## src/rtl/spart_rx_if.sv

```systemverilog
// spart_rx_if: serial-in / byte-out bundle between the SPART receiver and its bus side.
// Carries the shared 16x-baud tick, the raw serial line, the read strobe and the held byte with its flags.
// slave = receiver side; master = bus/baud side that drives enable, rxd and rd.
interface spart_rx_if #(
  parameter int DATA_W = 8
);
  logic              enable;
  logic              rxd;
  logic              rd;
  logic [DATA_W-1:0] rx_data;
  logic              rda;
  logic              frame_err;
  logic              overrun;

  modport master (
    output enable, rxd, rd,
    input  rx_data, rda, frame_err, overrun
  );

  modport slave (
    input  enable, rxd, rd,
    output rx_data, rda, frame_err, overrun
  );
endinterface

```

## src/rtl/spart_rx.sv

```systemverilog
// spart_rx: 8N1 serial receiver, 16x oversampled on the shared baud enable tick, LSB first.
// Ports: clk, rst_n (async active-low), bus (slave: enable, rxd, rd in; rx_data, rda, frame_err, overrun out).
// Byte and flags are registered and update on the clk edge of the stop-bit sample; rd acknowledges the held byte.
module spart_rx #(
  parameter int DATA_W = 8
) (
  input  logic        clk,
  input  logic        rst_n,
  spart_rx_if.slave   bus
);

  localparam int BW = (DATA_W > 1) ? $clog2(DATA_W) : 1;

  localparam logic [1:0] IDLE  = 2'd0;
  localparam logic [1:0] START = 2'd1;
  localparam logic [1:0] DATA  = 2'd2;
  localparam logic [1:0] STOP  = 2'd3;

  logic [1:0]        sync_q;
  logic              rxd_s;
  logic [1:0]        state_q, state_d;
  logic [3:0]        tick_q, tick_d;
  logic [BW-1:0]     bit_q, bit_d;
  logic [DATA_W-1:0] shift_q, shift_d;
  logic [DATA_W-1:0] data_q, data_d;
  logic              rda_q, rda_d;
  logic              fe_q, fe_d;
  logic              ov_q, ov_d;
  logic              done;

  // Two-flop synchronizer; idles high so reset never looks like a start edge.
  always_ff @(posedge clk or negedge rst_n) begin
    if (!rst_n) sync_q <= 2'b11;
    else        sync_q <= {sync_q[0], bus.rxd};
  end
  assign rxd_s = sync_q[1];

  always_comb begin
    state_d = state_q;
    tick_d  = tick_q;
    bit_d   = bit_q;
    shift_d = shift_q;
    data_d  = data_q;
    rda_d   = rda_q;
    fe_d    = fe_q;
    ov_d    = ov_q;
    done    = 1'b0;

    case (state_q)
      IDLE: begin
        if (bus.enable && !rxd_s) begin
          state_d = START;
          tick_d  = 4'd0;
        end
      end
      START: begin
        if (bus.enable) begin
          tick_d = tick_q + 4'd1;
          // Mid start bit: a line that has gone high again was a glitch.
          if (tick_q == 4'd7) begin
            if (!rxd_s) begin
              state_d = DATA;
              tick_d  = 4'd0;
              bit_d   = '0;
            end else begin
              state_d = IDLE;
            end
          end
        end
      end
      DATA: begin
        if (bus.enable) begin
          tick_d = tick_q + 4'd1;
          if (tick_q == 4'd15) begin
            shift_d = {rxd_s, shift_q[DATA_W-1:1]};
            bit_d   = bit_q + BW'(1);
            if (bit_q == BW'(DATA_W - 1)) begin
              state_d = STOP;
              tick_d  = 4'd0;
            end
          end
        end
      end
      STOP: begin
        if (bus.enable) begin
          tick_d = tick_q + 4'd1;
          // Back to IDLE at mid stop bit so a following start edge is not missed.
          if (tick_q == 4'd15) begin
            done    = 1'b1;
            state_d = IDLE;
          end
        end
      end
      default: state_d = IDLE;
    endcase

    // A completing byte beats a coincident read: the read acknowledged the
    // old byte, so the new one is fresh and not an overrun.
    if (done) begin
      data_d = shift_q;
      rda_d  = 1'b1;
      fe_d   = ~rxd_s;
      if (bus.rd)     ov_d = 1'b0;
      else if (rda_q) ov_d = 1'b1;
    end else if (bus.rd && rda_q) begin
      rda_d = 1'b0;
      fe_d  = 1'b0;
      ov_d  = 1'b0;
    end
  end

  always_ff @(posedge clk or negedge rst_n) begin
    if (!rst_n) begin
      state_q <= IDLE;
      tick_q  <= 4'd0;
      bit_q   <= '0;
      shift_q <= '0;
      data_q  <= '0;
      rda_q   <= 1'b0;
      fe_q    <= 1'b0;
      ov_q    <= 1'b0;
    end else begin
      state_q <= state_d;
      tick_q  <= tick_d;
      bit_q   <= bit_d;
      shift_q <= shift_d;
      data_q  <= data_d;
      rda_q   <= rda_d;
      fe_q    <= fe_d;
      ov_q    <= ov_d;
    end
  end

  assign bus.rx_data   = data_q;
  assign bus.rda       = rda_q;
  assign bus.frame_err = fe_q;
  assign bus.overrun   = ov_q;

endmodule

```

## src/flat_wrapper.sv

```systemverilog
// flat-port wrapper written by rule: the top's interface ports become plain ports
module spart_rx_flat 
#(
  parameter int DATA_W = 8
)
  (clk, rst_n, bus_enable, bus_rxd, bus_rd, bus_rx_data, bus_rda, bus_frame_err, bus_overrun);
  spart_rx_if #(.DATA_W(DATA_W)) bus_i ();
  input  logic clk;
  input  logic rst_n;
  input wire logic [$bits(bus_i.enable)-1:0] bus_enable;
  input wire logic [$bits(bus_i.rxd)-1:0] bus_rxd;
  input wire logic [$bits(bus_i.rd)-1:0] bus_rd;
  output wire logic [$bits(bus_i.rx_data)-1:0] bus_rx_data;
  output wire logic [$bits(bus_i.rda)-1:0] bus_rda;
  output wire logic [$bits(bus_i.frame_err)-1:0] bus_frame_err;
  output wire logic [$bits(bus_i.overrun)-1:0] bus_overrun;
  assign bus_i.enable = bus_enable;
  assign bus_i.rxd = bus_rxd;
  assign bus_i.rd = bus_rd;
  assign bus_rx_data = bus_i.rx_data;
  assign bus_rda = bus_i.rda;
  assign bus_frame_err = bus_i.frame_err;
  assign bus_overrun = bus_i.overrun;
  spart_rx #(.DATA_W(DATA_W)) u_core (.clk(clk), .rst_n(rst_n), .bus(bus_i));
endmodule
```

## config.mk

```make
export PLATFORM = sky130hd
export DESIGN_NAME = spart_rx_flat
export DESIGN_NICKNAME = d
export VERILOG_FILES = /design/src/rtl/spart_rx_if.sv /design/src/rtl/spart_rx.sv /design/src/flat_wrapper.sv
export SDC_FILE = /design/constraint.sdc
export NUM_CORES = 1
export LEC_CHECK = 0
export CAP_MARGIN = 15
export CORE_MARGIN = 1
export CORE_UTILIZATION = 45
export DETAILED_ROUTE_END_ITERATION = 7
export HOLD_SLACK_MARGIN = 0.15
export PLACE_DENSITY = 0.76
export SKIP_CTS_REPAIR_TIMING = 1
export SYNTH_ARGS = -nofsm -noshare
export SYNTH_HDL_FRONTEND = slang
export SYNTH_SLANG_ARGS = --single-unit
```

## constraint.sdc

```tcl
create_clock -name clk -period 2.2 [get_ports clk]
set_clock_uncertainty 0.15 [all_clocks]
set_input_delay 0.22 -clock clk [delete_from_list [all_inputs] [get_ports clk]]
set_output_delay 0.22 -clock clk [all_outputs]
set_load 0.03 [all_outputs]
```

; Yosys cells after proc, flatten, opt, wreduce, memory -nomap -nowiden
; Index checks and enable logic that the tools add are counted.
[classes]
add_sub_neg = 2
n_eq_ne = 16
mux = 34
bitwise_logic = 1
reduce_logical = 11
[op_table]
columns = op, n
row1 = $mux 4, 8
row2 = $mux 2, 9
row3 = $pmux 4 s4, 1
row4 = $mux 3, 5
row5 = $ne 2x1->1 const B, 5
row6 = $mux 1, 9
row7 = $ne 2x2->1 const B, 4
row8 = $pmux 2 s4, 1
row9 = $reduce_and 8->1, 1
row10 = $pmux 3 s2, 1
row11 = $reduce_and 6->1, 1
row12 = $add 4x1->4 const B, 1
row13 = $eq 2x2->1 const B, 2
row14 = $eq 4x3->1 const B, 1
row15 = $eq 4x4->1 const B, 1
row16 = $reduce_and 4->1, 1
row17 = $reduce_bool 2->1, 2
row18 = $add 3x1->3 const B, 1
row19 = $eq 3x3->1 const B, 1
row20 = $ne 3x2->1 const B, 1
row21 = $reduce_and 3->1, 1
row22 = $eq 2x1->1 const B, 1
row23 = $logic_and 1x1->1, 2
row24 = $logic_not 2->1, 1
row25 = other kinds (3), 3
[word_totals]
reg_bits = 30
input_bits = 5
output_inout_bits = 11
elab_cells = 73

; Logic depth before layout (Yosys ltp)
; Gate-level depths: netlist of the first run.
[depth]
depth_word = 6
ltp_mapped = 5
mapped_depth_nobuf = 5

; Least setup slack after synthesis of the first run
; Ideal clock, no wire load.
[synth_timing]
path_kind = register to register
from = register u_core.tick_q[0]
to = register u_core.data_q[0], in the netlist u_core.bus.rx_data[0]
arrival_ns = 1.513
required_ns = 1.923
setup_slack_ns = 0.409
stages_incl_launch_ff = 6
path_buffers = 1
period_less_slack_ns = 1.791
path_cell_list = dfrtp_1 -> ha_1 -> and4_4 -> and3_4 -> buf_6 -> mux2_1
[synth_via]
elab_chain_cells = 4
[synth_lines]
columns = item, line_no
row1 = "start, declared", spart_rx.sv:22  ; logic [3:0] tick_q, tick_d;
row2 = "start signal, assigned", spart_rx.sv:124  ; tick_q <= tick_d;
row3 = $eq 4x4->1, spart_rx.sv:88  ; if (tick_q == 4'd15) begin
row4 = $mux 1, spart_rx.sv:88
row5 = $mux 1, spart_rx.sv:85  ; if (bus.enable) begin
row6 = $mux 1, spart_rx.sv:49  ; case (state_q)
row7 = "end signal, assigned", spart_rx.sv:127  ; data_q <= data_d;
row8 = "end, declared", spart_rx.sv:25  ; logic [DATA_W-1:0] data_q, data_d;
; No other way between the ends.
; A chain may end at the register's enable or synchronous reset.

; Final worst setup path of the first run
[layout_timing]
from = register u_core.tick_q[0]
to = register u_core.data_q[1], in the netlist u_core.bus.rx_data[1]
; The elaborated chain is that of the path after synthesis.

==> results of run 1 <==
[how the worst max path moves through the flow]
stage                                 start                                end  slack, ps  cells after the start
2_1_floorplan  u_core.tick_q[0]$_DFFE_PN0P_  u_core.bus.rx_data[0]$_DFFE_PN0N_        410                      5
3_3_place_gp                     bus_enable      u_core.state_q[0]$_DFFE_PN0P_        140                      5
3_5_place_dp                     bus_enable      u_core.state_q[0]$_DFFE_PN0P_        110                      5
4_1_cts        u_core.tick_q[0]$_DFFE_PN0P_  u_core.bus.rx_data[1]$_DFFE_PN0N_        260                      4
5_1_grt        u_core.tick_q[0]$_DFFE_PN0P_  u_core.bus.rx_data[1]$_DFFE_PN0N_        150                      4
6_report       u_core.tick_q[0]$_DFFE_PN0P_  u_core.bus.rx_data[1]$_DFFE_PN0N_        260                      4
[per-stage QoR]
stage	instance area [µm²]	util, %	total power, mW
after floorplan	1430	-	1.11
after global placement	1610	53.0	1.19
after detailed placement	1610	53.0	1.21
after CTS	1670	55.1	1.56
after global routing	1690	55.8	1.66
final	1690	55.8	1.54
[layer usage]
metal / vias up / GRT usage, % / part of all wire, %
met5: - / 0 / 0
met4: 0 / 6.12 / 1.9
met3: 7 / 6.59 / 4.3
met2: 23 / 26.4 / 50
met1: 468 / 21.2 / 44
li1: 459 / - / -
[critical path, cell delays in order (launching register included)]
cell	delay (ps)
dfrtp_1	420
ha_1	320
and4_4	290
and3_4	290
mux2_1	350
[cells by family (layout without fill, tap and decap cells)]
kind of cell,Yosys count,count (layout),synth area share [%]
adder cells (fa/ha/maj),3,3,2.63
AO/OA/AOI/OAI,22,22,11.6
multiplexers,18,18,14.1
AND/OR/NAND/NOR,30,30,14.1
buffers and inverters,12,33,4.82
flip-flops,30,30,52.7
[where the power goes]
group,internal (mW),leakage (nW),switching [mW]
registers,0.642,0.384,0.134
logic,0.221,0.341,0.203
clock network,0.153,0.0343,0.188
[cells in the final DEF (no fill, tap or decap), types with 3 or more instances in the layout]
cell type,count
a21oi_1,4
clkbuf_4,5
clkdlybuf4s50_1,15
dfrtp_1,28
ha_1,3
inv_1,5
mux2_1,7
mux2_2,10
nand2_1,7
nor2b_1,4
o2bb2ai_1,3
[layout make-up]
type | count | area share [%]
multi-input cells | 73 | 35.9
repair buffers | 19 | 11.0
flip-flops and latches | 30 | 44.6
clock inverters | 2 | 0.741
clock buffers | 6 | 3.04
inverters | 6 | 1.48
well taps | 44 | 3.26
[state kept, by name (all words and copies together), names as in the netlist, named ones only]
| register | count |
|---|---|
| u_core.bit_q | 3 |
| u_core.shift_q | 8 |
| u_core.tick_q | 4 |
| u_core.bus.rda | 1 |
| u_core.bus.frame_err | 1 |
| u_core.bus.rx_data | 8 |
| u_core.state_q | 1 |
| u_core.sync_q | 2 |
| u_core.bus.overrun | 1 |
==> metrics, run 1 <==
Final period util=88.2%; routability congestion estimate=0.761; top_reg_cell synth=dfrtp_1; synthesized netlist cell count=115; pwr dens=913 nW/µm²; Hold EP=u_core.sync_q[1]$_DFF_PN1_; final worst path period need=a little under 2000 ps; CTS Buffer Depth=2; RSZ-0062 raised after global routing=no; vias in the first global route=946; Worst Hold Launch=u_core.sync_q[0]$_DFF_PN1_; Arrival @ worst endpoint=2000 ps; chip width=58.4 µm; P_leak=0.759 nW; synth top area cells=dfrtp_1, mux2_2, mux2_1, dfstp_2, ha_1; YS warnings=0; placed cells=170; worst r2r src=u_core.tick_q[0]$_DFFE_PN0P_; post-synth top area share=49.0%; Mapped Area=1430 µm²; CTS HTree Levels=2; status=complete, no violations; grt ovf=0; Slew HR=between 70% and 80%; Max Slew Vio Count=0; core area=3030 µm²; Hold WS=~210 ps; slew at the pin with the worst max-slew slack=422 ps; WL final=2350 µm; CTS sink count=30; die area=3400 µm²; max_cap viols=0; clock latency on the worst-skew pair=roughly 330 ps; layout cells sized above 1=21.3%; post-synthesis cell type count=45; clock slew at reported path FFs=around 90 ps; DRT iter0 DRCs=22; Worst Hold Class=flip-flop to flip-flop; VDD IR max=about 0.47 mV; pre-CTS WS=roughly 110 ps; number of buffers added on ports=15; post-DP HPWL=~1700 µm; r2r setup slk=260 ps; nets@finish=~140; Final ANT Viol Nets=0; DRT Pass-1 Iters=4; CTS tree=done; Ant. Diodes=0; Post-synth EDFFs=0; die height=about 58 µm; reg2reg path depth=4; CP max FO=11; drc violations=0; cell row count=20; FILL cells=272; first-pass GRT wire length=approximately 4200 µm; CTS Buf Count=5; largest net degree at the start of global routing=31; Hold Crit Depth=0; Async SR Flop Fraction=between 90% and 100%; most common cell in the netlist=dfrtp_1; Syn Nets=123; Layout Cells excl Fill=between 150 and 200; syn avg cell area=12.4 µm²; Crit Path Class=flip-flop to flip-flop; initial antenna violation count=0; Root Driver=clkbuf_4; Startpoint Class=flip-flop; synth cell count leaders=dfrtp_1, mux2_2, mux2_1, nand2_1, inv_1; R2R Path End=u_core.bus.rx_data[1]$_DFFE_PN0N_; gr usage total=between 15 and 20%; TNS Setup=0 ps; total number of vias=957; Initial Utilization=between 40 and 50%; final hold vios=0; post-route setup slack=259 ps; sequential share of the synthesized area=52.7%; vias per cell=5.32; area leader, netlist=dfrtp_1; fmax=515 MHz; multi-input logic area=607 µm²; IO Pins=16; Reg area=753 µm²; required time of the critical path=2260 ps; CP endpoint kind=flip-flop; Yosys reg bits=30; average wire per standard cell=~13 µm; P&R area growth vs syn=18.2%; Final setup viols=0
Power figures use the tool's default switching activity.
==> run 2, diff against run 1 <==
--- a/config.mk
+++ b/config.mk
@@ -10,7 +10,7 @@
 export CORE_UTILIZATION = 45
 export DETAILED_ROUTE_END_ITERATION = 7
 export HOLD_SLACK_MARGIN = 0.15
-export PLACE_DENSITY = 0.76
+export PLACE_DENSITY = 0.69
 export SKIP_CTS_REPAIR_TIMING = 1
 export SYNTH_ARGS = -nofsm -noshare
 export SYNTH_HDL_FRONTEND = slang
==> constraint.sdc (replaced) <==
create_clock -name clk -period 1.6 [get_ports clk]
set_clock_uncertainty 0.15 [all_clocks]
set_input_delay 0.16 -clock clk [delete_from_list [all_inputs] [get_ports clk]]
set_output_delay 0.16 -clock clk [all_outputs]
set_load 0.03 [all_outputs]
==> run 2 against run 1 <==
First-iteration DRC count up 18%. Global-route usage up 1.7 points. Utilization up 11 points. Setup slack worse by 320 ps. The run now ends with setup timing left. Clock power up 140%.
==> metrics, run 2 (synthesis gave the netlist of run 1 again) <==
DRT iter0 DRCs=26; nets@finish=~160; CTS sink count=30; Ant. Diodes=0; P_leak=1.07 nW; routability congestion estimate=between 0.8 and 0.9; IO Pins=16; status=finished with violations; failing checks=setup timing; total number of vias=1,071; grt ovf=0; vias per cell=5.36; DRT Pass-1 Iters=4; CTS HTree Levels=2; Final setup viols=18; CTS Buffer Depth=2; initial antenna violation count=0; vias in the first global route=just over 1,000; Startpoint Class=flip-flop; die area=3400 µm²; worst r2r src=u_core.tick_q[0]$_DFFE_PN0P_; number of buffers added on ports=15; drc violations=0; most common cell after layout, fill and taps aside=dfrtp_1; crit-path cells=ha_4 -> nand4_1 -> buf_6 -> nor2_4 -> mux2_2; CTS Buf Count=5; Hold EP=u_core.sync_q[1]$_DFF_PN1_; commonest non-fill, non-tap cells in the layout=dfrtp_1, buf_4, mux2_4, dlymetal6s2s_1, nand2_1; Arrival @ worst endpoint=1750 ps; Final period util=104%; slew at the pin with the worst max-slew slack=about 380 ps; Crit Path Class=flip-flop to flip-flop; Max Slew Vio Count=0; FILL cells=240; r2r setup slk=-60 ps; largest net degree at the start of global routing=31; layout cells sized above 1=41.7%; pwr dens=1370 nW/µm²; CP max FO=5; clock latency on the worst-skew pair=340 ps; RSZ-0062 raised after global routing=yes; fmax=601 MHz; core area=approximately 3000 µm²; cell row count=20; average wire per standard cell=about 15 µm; Final ANT Viol Nets=0; Slew HR=roughly 75%; final worst path period need=1660 ps; post-DP HPWL=approximately 1900 µm; Worst Hold Class=flip-flop to flip-flop; slowest library cell on the worst path=dfrtp_1; reg2reg path depth=5; R2R Path End=u_core.shift_q[5]$_DFFE_PN0P_; slowest stage delay, CP=400 ps; CP endpoint kind=flip-flop; clock slew at reported path FFs=~100 ps; P&R area growth vs syn=41.2%; chip width=just under 60 µm; WL final=approximately 3000 µm; post-route setup slack=-63.8 ps; Root Driver=clkbuf_4; max_cap viols=0; VDD IR max=1.08 mV; final hold vios=0; Hold Crit Depth=0; required time of the critical path=approximately 1700 ps; gr usage total=between 10% and 20%; pre-CTS WS=-263 ps; Layout Cells excl Fill=200; Initial Utilization=between 40% and 50%; placed cells=185; CTS tree=done; Worst Hold Launch=u_core.sync_q[0]$_DFF_PN1_; first-pass GRT wire length=4660 µm; die height=58.4 µm
[run 2: worst max-delay path, delay by kind of cell, from the launching register on]
kind / cells / cell delay (ps)
muxes: 1 / 360
and+or+nand+nor: 2 / 310
buffers and inverters: 1 / 160
DFF: 1 / 400
adders and majority gates: 1 / 170
[run 2: layout make-up]
type | instances | area [µm²] | share of cell area (%)
clock inverter | 2 | 60.1 | 2.98
inverter | 6 | 25.0 | 1.24
clock buffer | 6 | 51.3 | 2.54
timing repair buffer | 37 | 355 | 17.6
tap | 44 | 55.1 | 2.73
sequential | 30 | 757 | 37.5
multi-input combinational | 75 | 714 | 35.4
[run 2: metrics by stage]
step	utilization [%]	setup TNS (ps)	hold WS (ps)	instance area [µm²]	power (mW)
2_1_floorplan	-	-708	-286	1470	1.55
3_3_place_gp	58.0	-4100	198	1760	1.83
3_5_place_dp	58.0	-4650	200	1760	1.88
4_1_cts	61.7	-2720	47.3	1870	2.69
5_1_grt	66.7	-1420	218	2020	2.94
6_report	66.7	-493	212	2020	2.77
[run 2: how the worst max path moves through the flow]
stage                                 startpoint                           endpoint  slack (ps)  depth (start not counted)
floorplan           u_core.tick_q[1]$_DFFE_PN0P_  u_core.bus.rx_data[0]$_DFFE_PN0N_        -100                          5
global placement                      bus_enable  u_core.bus.rx_data[4]$_DFFE_PN0N_        -240                          4
detailed placement                    bus_enable  u_core.bus.rx_data[4]$_DFFE_PN0N_        -260                          4
CTS                   u_core.bus.rda$_DFFE_PN0P_                            bus_rda        -170                          1
global route        u_core.tick_q[0]$_DFFE_PN0P_      u_core.shift_q[6]$_DFFE_PN0P_        -110                          5
finish              u_core.tick_q[0]$_DFFE_PN0P_      u_core.shift_q[5]$_DFFE_PN0P_         -60                          5
[run 2: power by group]
group          internal [mW]  leakage (nW)  switching, mW
Combinational          0.500         0.629          0.397
Sequential             0.890         0.382          0.180
Clock                  0.529        0.0585          0.275
Total                   1.92          1.07          0.852
[run 2: layer usage]
metal | global-route usage (%) | part of all wire (%) | up-vias
met5 | 0 | 0 | -
met1 | 24.0 | 48 | 545
met2 | 29.7 | 49 | 19
li1 | - | - | 507
met4 | 8.16 | 0 | 0
met3 | 4.62 | 3.5 | 0
==> run 3, diff against run 2 <==
--- a/config.mk
+++ b/config.mk
@@ -9,6 +9,7 @@
 export CORE_MARGIN = 1
 export CORE_UTILIZATION = 45
 export DETAILED_ROUTE_END_ITERATION = 7
+export GPL_ROUTABILITY_DRIVEN = 0
 export HOLD_SLACK_MARGIN = 0.15
 export PLACE_DENSITY = 0.69
 export SKIP_CTS_REPAIR_TIMING = 1
==> run 3 against run 2 <==
The flow still finishes with violations (setup timing). Fmax shrank 0.29%. Setup slack lost 4.8 ps. Wire length shrank 2.8%. Clock power shrank 1%. Count of clock-buffer cells in the layout is the same. Register-to-register slack is essentially flat. First-iteration DRC count grew 46%. Flip-flop and latch count is the same.
==> metrics, run 3 (synthesis gave the netlist of run 1 again) <==
vias per cell=between 5 and 6; Worst Hold Launch=u_core.sync_q[0]$_DFF_PN1_; nets@finish=between 150 and 200; DRT iter0 DRCs=38; reg2reg path depth=4; WL final=2950 µm; CP max FO=5; pwr dens=1360 nW/µm²; clock slew at reported path FFs=100 ps; chip width=between 50 and 60 µm; CTS Buffer Depth=2; R2R Path End=u_core.bus.rx_data[7]$_DFFE_PN0N_; final worst path period need=1670 ps; r2r setup slk=-70 ps; GR Util met1=24.7%; worst r2r src=u_core.tick_q[1]$_DFFE_PN0P_; fmax=599 MHz; total number of vias=1,033; P&R area growth vs syn=41.6%; initial antenna violation count=0; layout cells sized above 1=approximately two fifths; P_leak=~1.1 nW; CP endpoint kind=flip-flop; CTS tree=done; largest net degree at the start of global routing=31; Final setup viols=17; clock latency on the worst-skew pair=roughly 320 ps; first-pass GRT wire length=4520 µm; GR Util met3=5.05%; TNS Setup=-671 ps; die area=around 3400 µm²; commonest non-fill, non-tap cells in the layout=dfrtp_1, buf_4, mux2_4, dlymetal6s2s_1, nand2_1; Root Driver=clkbuf_4; slew at the pin with the worst max-slew slack=372 ps; placed cells=between 150 and 200; DRT Pass-1 Iters=4; max_cap viols=0; RSZ-0062 raised after global routing=yes; Layout Utilization=66.8%; Hold Crit Depth=0; global routing's busiest layer=met2; met2 Resource Use GR=26.6%; vias in the first global route=a little under 1,000; Ant. Diodes=0; CTS sink count=30; Max Slew Vio Count=0; CTS Buf Count=5; status=finished with violations; core area=3030 µm²; Hold EP=u_core.sync_q[1]$_DFF_PN1_; pre-CTS WS=-343 ps; grt ovf=0; average wire per standard cell=14.7 µm; Total Power=roughly 2.8 mW; Final period util=104%; CTS HTree Levels=2; Crit Path Class=flip-flop to flip-flop; Worst Hold Class=flip-flop to flip-flop; most common cell after layout, fill and taps aside=dfrtp_1; die height=58.4 µm; post-route setup slack=-68.6 ps; Startpoint Class=flip-flop; post-DP HPWL=1870 µm; failing checks=setup timing; final hold vios=0; Final ANT Viol Nets=0; Layout Cells excl Fill=200; Initial Utilization=47.2%; Slew HR=75.2%; Arrival @ worst endpoint=1730 ps; number of buffers added on ports=15; gr usage total=17.9%; VDD IR max=0.696 mV; cell row count=20; drc violations=0; IO Pins=16; required time of the critical path=around 1700 ps
-- run 3: changes by cell type in the layout (fill, tap and decap cells not counted), moves of 2 or more --
cell,before,now
dfrtp_1,25,27
dfrtp_2,3,1
mux2_2,3,5
mux2_4,14,12
-- run 3: area by class of cell --
type | count | area [µm²]
inverters | 6 | 25.0
flip-flops and latches | 30 | 754
clock inverters | 2 | 60.1
fillers | 228 | 1000
multi-input cells | 75 | 718
repair buffers | 37 | 359
clock buffers | 6 | 51.3
well taps | 44 | 55.1
-- run 3: layer usage --
layer,routed length (µm),part of all wire [%]
met1,1390,47
met2,1430,48
met3,87,3.0
met4,43,1.5
met5,0,0
-- run 3: worst max-delay path by stage --
stage                                      start                                 to  slack [ps]  cells after the start
floorplan           u_core.tick_q[1]$_DFFE_PN0P_  u_core.bus.rx_data[0]$_DFFE_PN0N_        -100                      5
global placement                      bus_enable  u_core.bus.rx_data[4]$_DFFE_PN0N_        -310                      4
detailed placement                    bus_enable  u_core.bus.rx_data[4]$_DFFE_PN0N_        -340                      4
CTS                   u_core.bus.rda$_DFFE_PN0P_                            bus_rda        -160                      1
global route        u_core.tick_q[1]$_DFFE_PN0P_  u_core.bus.rx_data[2]$_DFFE_PN0N_        -100                      4
finish              u_core.tick_q[1]$_DFFE_PN0P_  u_core.bus.rx_data[7]$_DFFE_PN0N_         -70                      4
-- run 3: metrics by stage --
stage	area, µm²	hold WS, ps
2_1_floorplan	1470	-286
3_3_place_gp	1760	198
3_5_place_dp	1760	198
4_1_cts	1880	63.9
5_1_grt	2020	220
6_report	2020	212
-- run 3: power breakdown --
group          internal [mW]  switching, mW  total (mW)  leakage (nW)
combinational          0.512          0.416       0.928         0.632
clock                  0.529          0.262       0.792        0.0585
sequential             0.887          0.152        1.04         0.383
-- run 3: critical path, stage by stage (launching register included) --
cell	delay, ps
dfrtp_1	410
ha_4	180
and4_4	240
and3_4	250
mux2_4	320
==> variant, RTL diff (config.mk and constraints of run 3) <==
Make the reset (`rst_n`) synchronous in 2 clocked blocks. Comments in the files are not updated.
--- a/src/rtl/spart_rx.sv
+++ b/src/rtl/spart_rx.sv
@@ -29,7 +29,7 @@
   logic              done;
 
   // Two-flop synchronizer; idles high so reset never looks like a start edge.
-  always_ff @(posedge clk or negedge rst_n) begin
+  always_ff @(posedge clk) begin
     if (!rst_n) sync_q <= 2'b11;
     else        sync_q <= {sync_q[0], bus.rxd};
   end
@@ -109,7 +109,7 @@
     end
   end
 
-  always_ff @(posedge clk or negedge rst_n) begin
+  always_ff @(posedge clk) begin
     if (!rst_n) begin
       state_q <= IDLE;
       tick_q  <= 4'd0;
Check against the original RTL: same outputs for any inputs over 10 cycles, from zero or initial values and one cycle with rst_n low; that may be too few to reach the edited logic, so the function may still have changed.
==> variant against run 3 <==
  * Die area shrank 5.3%
  * Cell count shrank 1.0%
  * Final area shrank 13%
  * Synthesized cell count grew 19%
  * Area after synthesis shrank 5.5%
  * Setup slack gained 0.16 ns
  * Routed wire length shrank 18%
  * Sequential cell count is the same
  * Global-route usage shrank 0.31 points
  * Highest routed layer unchanged
Power is not compared: it rests on default switching activity, and its combinational part moved more than twofold at a synthesized area within 25%.
==> variant: results (changes against run 3) <==
reg2reg_to: "u_core.tick_q[0]"  # was u_core.bus.rx_data[7]
worst_slew_pin_slew_ns: 0.3707  # was 0.3716 ns
worstPathArrival_ns: 1.61  # was 1.73 ns
routed_wl_um: 2430  # was 2948 um
nets: 174  # was 163
hold_start: "bus_rxd"  # was u_core.sync_q[0]
synth_adder_area_share_pct: 2.780  # was 2.627%
drt-wirelength-per-cell_um: 12.27  # was 14.74 um
reg2reg_depth: 6  # was 4
grt_pass1_vias: 931  # was 995
worst-r2r-setup-slack_ns: 0.09  # was -0.07 ns
synth.area.top_cells: "dfxtp_1, mux2i_1, nor2b_1"  # was dfrtp_1, mux2_2, mux2_1
holdWs_ns: 0.2376  # was 0.2125 ns
ys_types: 35  # was 45
grt_max_degree: 22  # was 31
pre_cts_ws_ns: -0.09741  # was -0.3426 ns
drive_gt1_share_pct: 20.96  # was 40.38%
placed_cells: 189  # was 186
area_growth_pct: 29.84  # was 41.59%
synth_compound_area_share_pct: 8.526  # was 11.65%
status: "completed"  # was complete, but fails checks
min_path_cells: 2  # was 0
drt_iter0_markers: 19  # was 38
ys_seq_area_share_pct: 44.49  # was 52.71%
synthXorXnorAreaFrac_pct: 0.6487  # was 0%
synth_nets: 145  # was 123
hold_class: "in2reg"  # was reg2reg
slowest_delay_ns: 0.35  # was 0.41 ns
synth_cells: 137  # was 115
cp_top_family: "compound AO/OA/AOI/OAI gates"  # was simple AND/OR/NAND/NOR gates
ys_top_cells_by_count: "dfxtp_1, nor2b_1, mux2i_1"  # was dfrtp_1, mux2_2, mux2_1, nand2_1, inv_1
fin_crit_ns: 1.511  # was 1.669 ns
async_reset_ff_share_pct: 0  # was 100.0%
hpwl_um: 1690  # was 1870 um
[variant: changes by cell type after synthesis, sizes merged, moves of 3 or more]
cell	run 3	this run
mux2i	1	18
dfrtp	28	0
dfxtp	0	30
nor2b	4	20
o2bb2ai	3	0
nor3	0	3
mux2	17	1
nand3	0	4
nand2	7	14
[variant: cell families after synthesis]
group,after synthesis
compound gates,17
fa+ha+maj,3
mux,19
xor+xnor,1
flops,30
simple gates,55
buf+inv,12
[variant: layout make-up]
class | count | share of cell area [%]
Timing Repair Buffer | 30 | 17.70
Clock buffer | 6 | 2.926
Sequential cell | 30 | 34.62
Multi-Input combinational cell | 95 | 40.97
Clock inverter | 2 | 0.7138
Inverter | 4 | 0.8565
Tap cell | 31 | 2.213
[variant: layer usage]
metal  part of all wire, %  up-vias  routed length (um)  track usage (%)
met1                    50      459                1206            22.03
met3                   4.7        5                 114            6.452
li1                      -      527                   -                -
met4                   1.9        0                  47            8.362
met2                    44       22                1062            26.70
met5                     0        -                   0                0
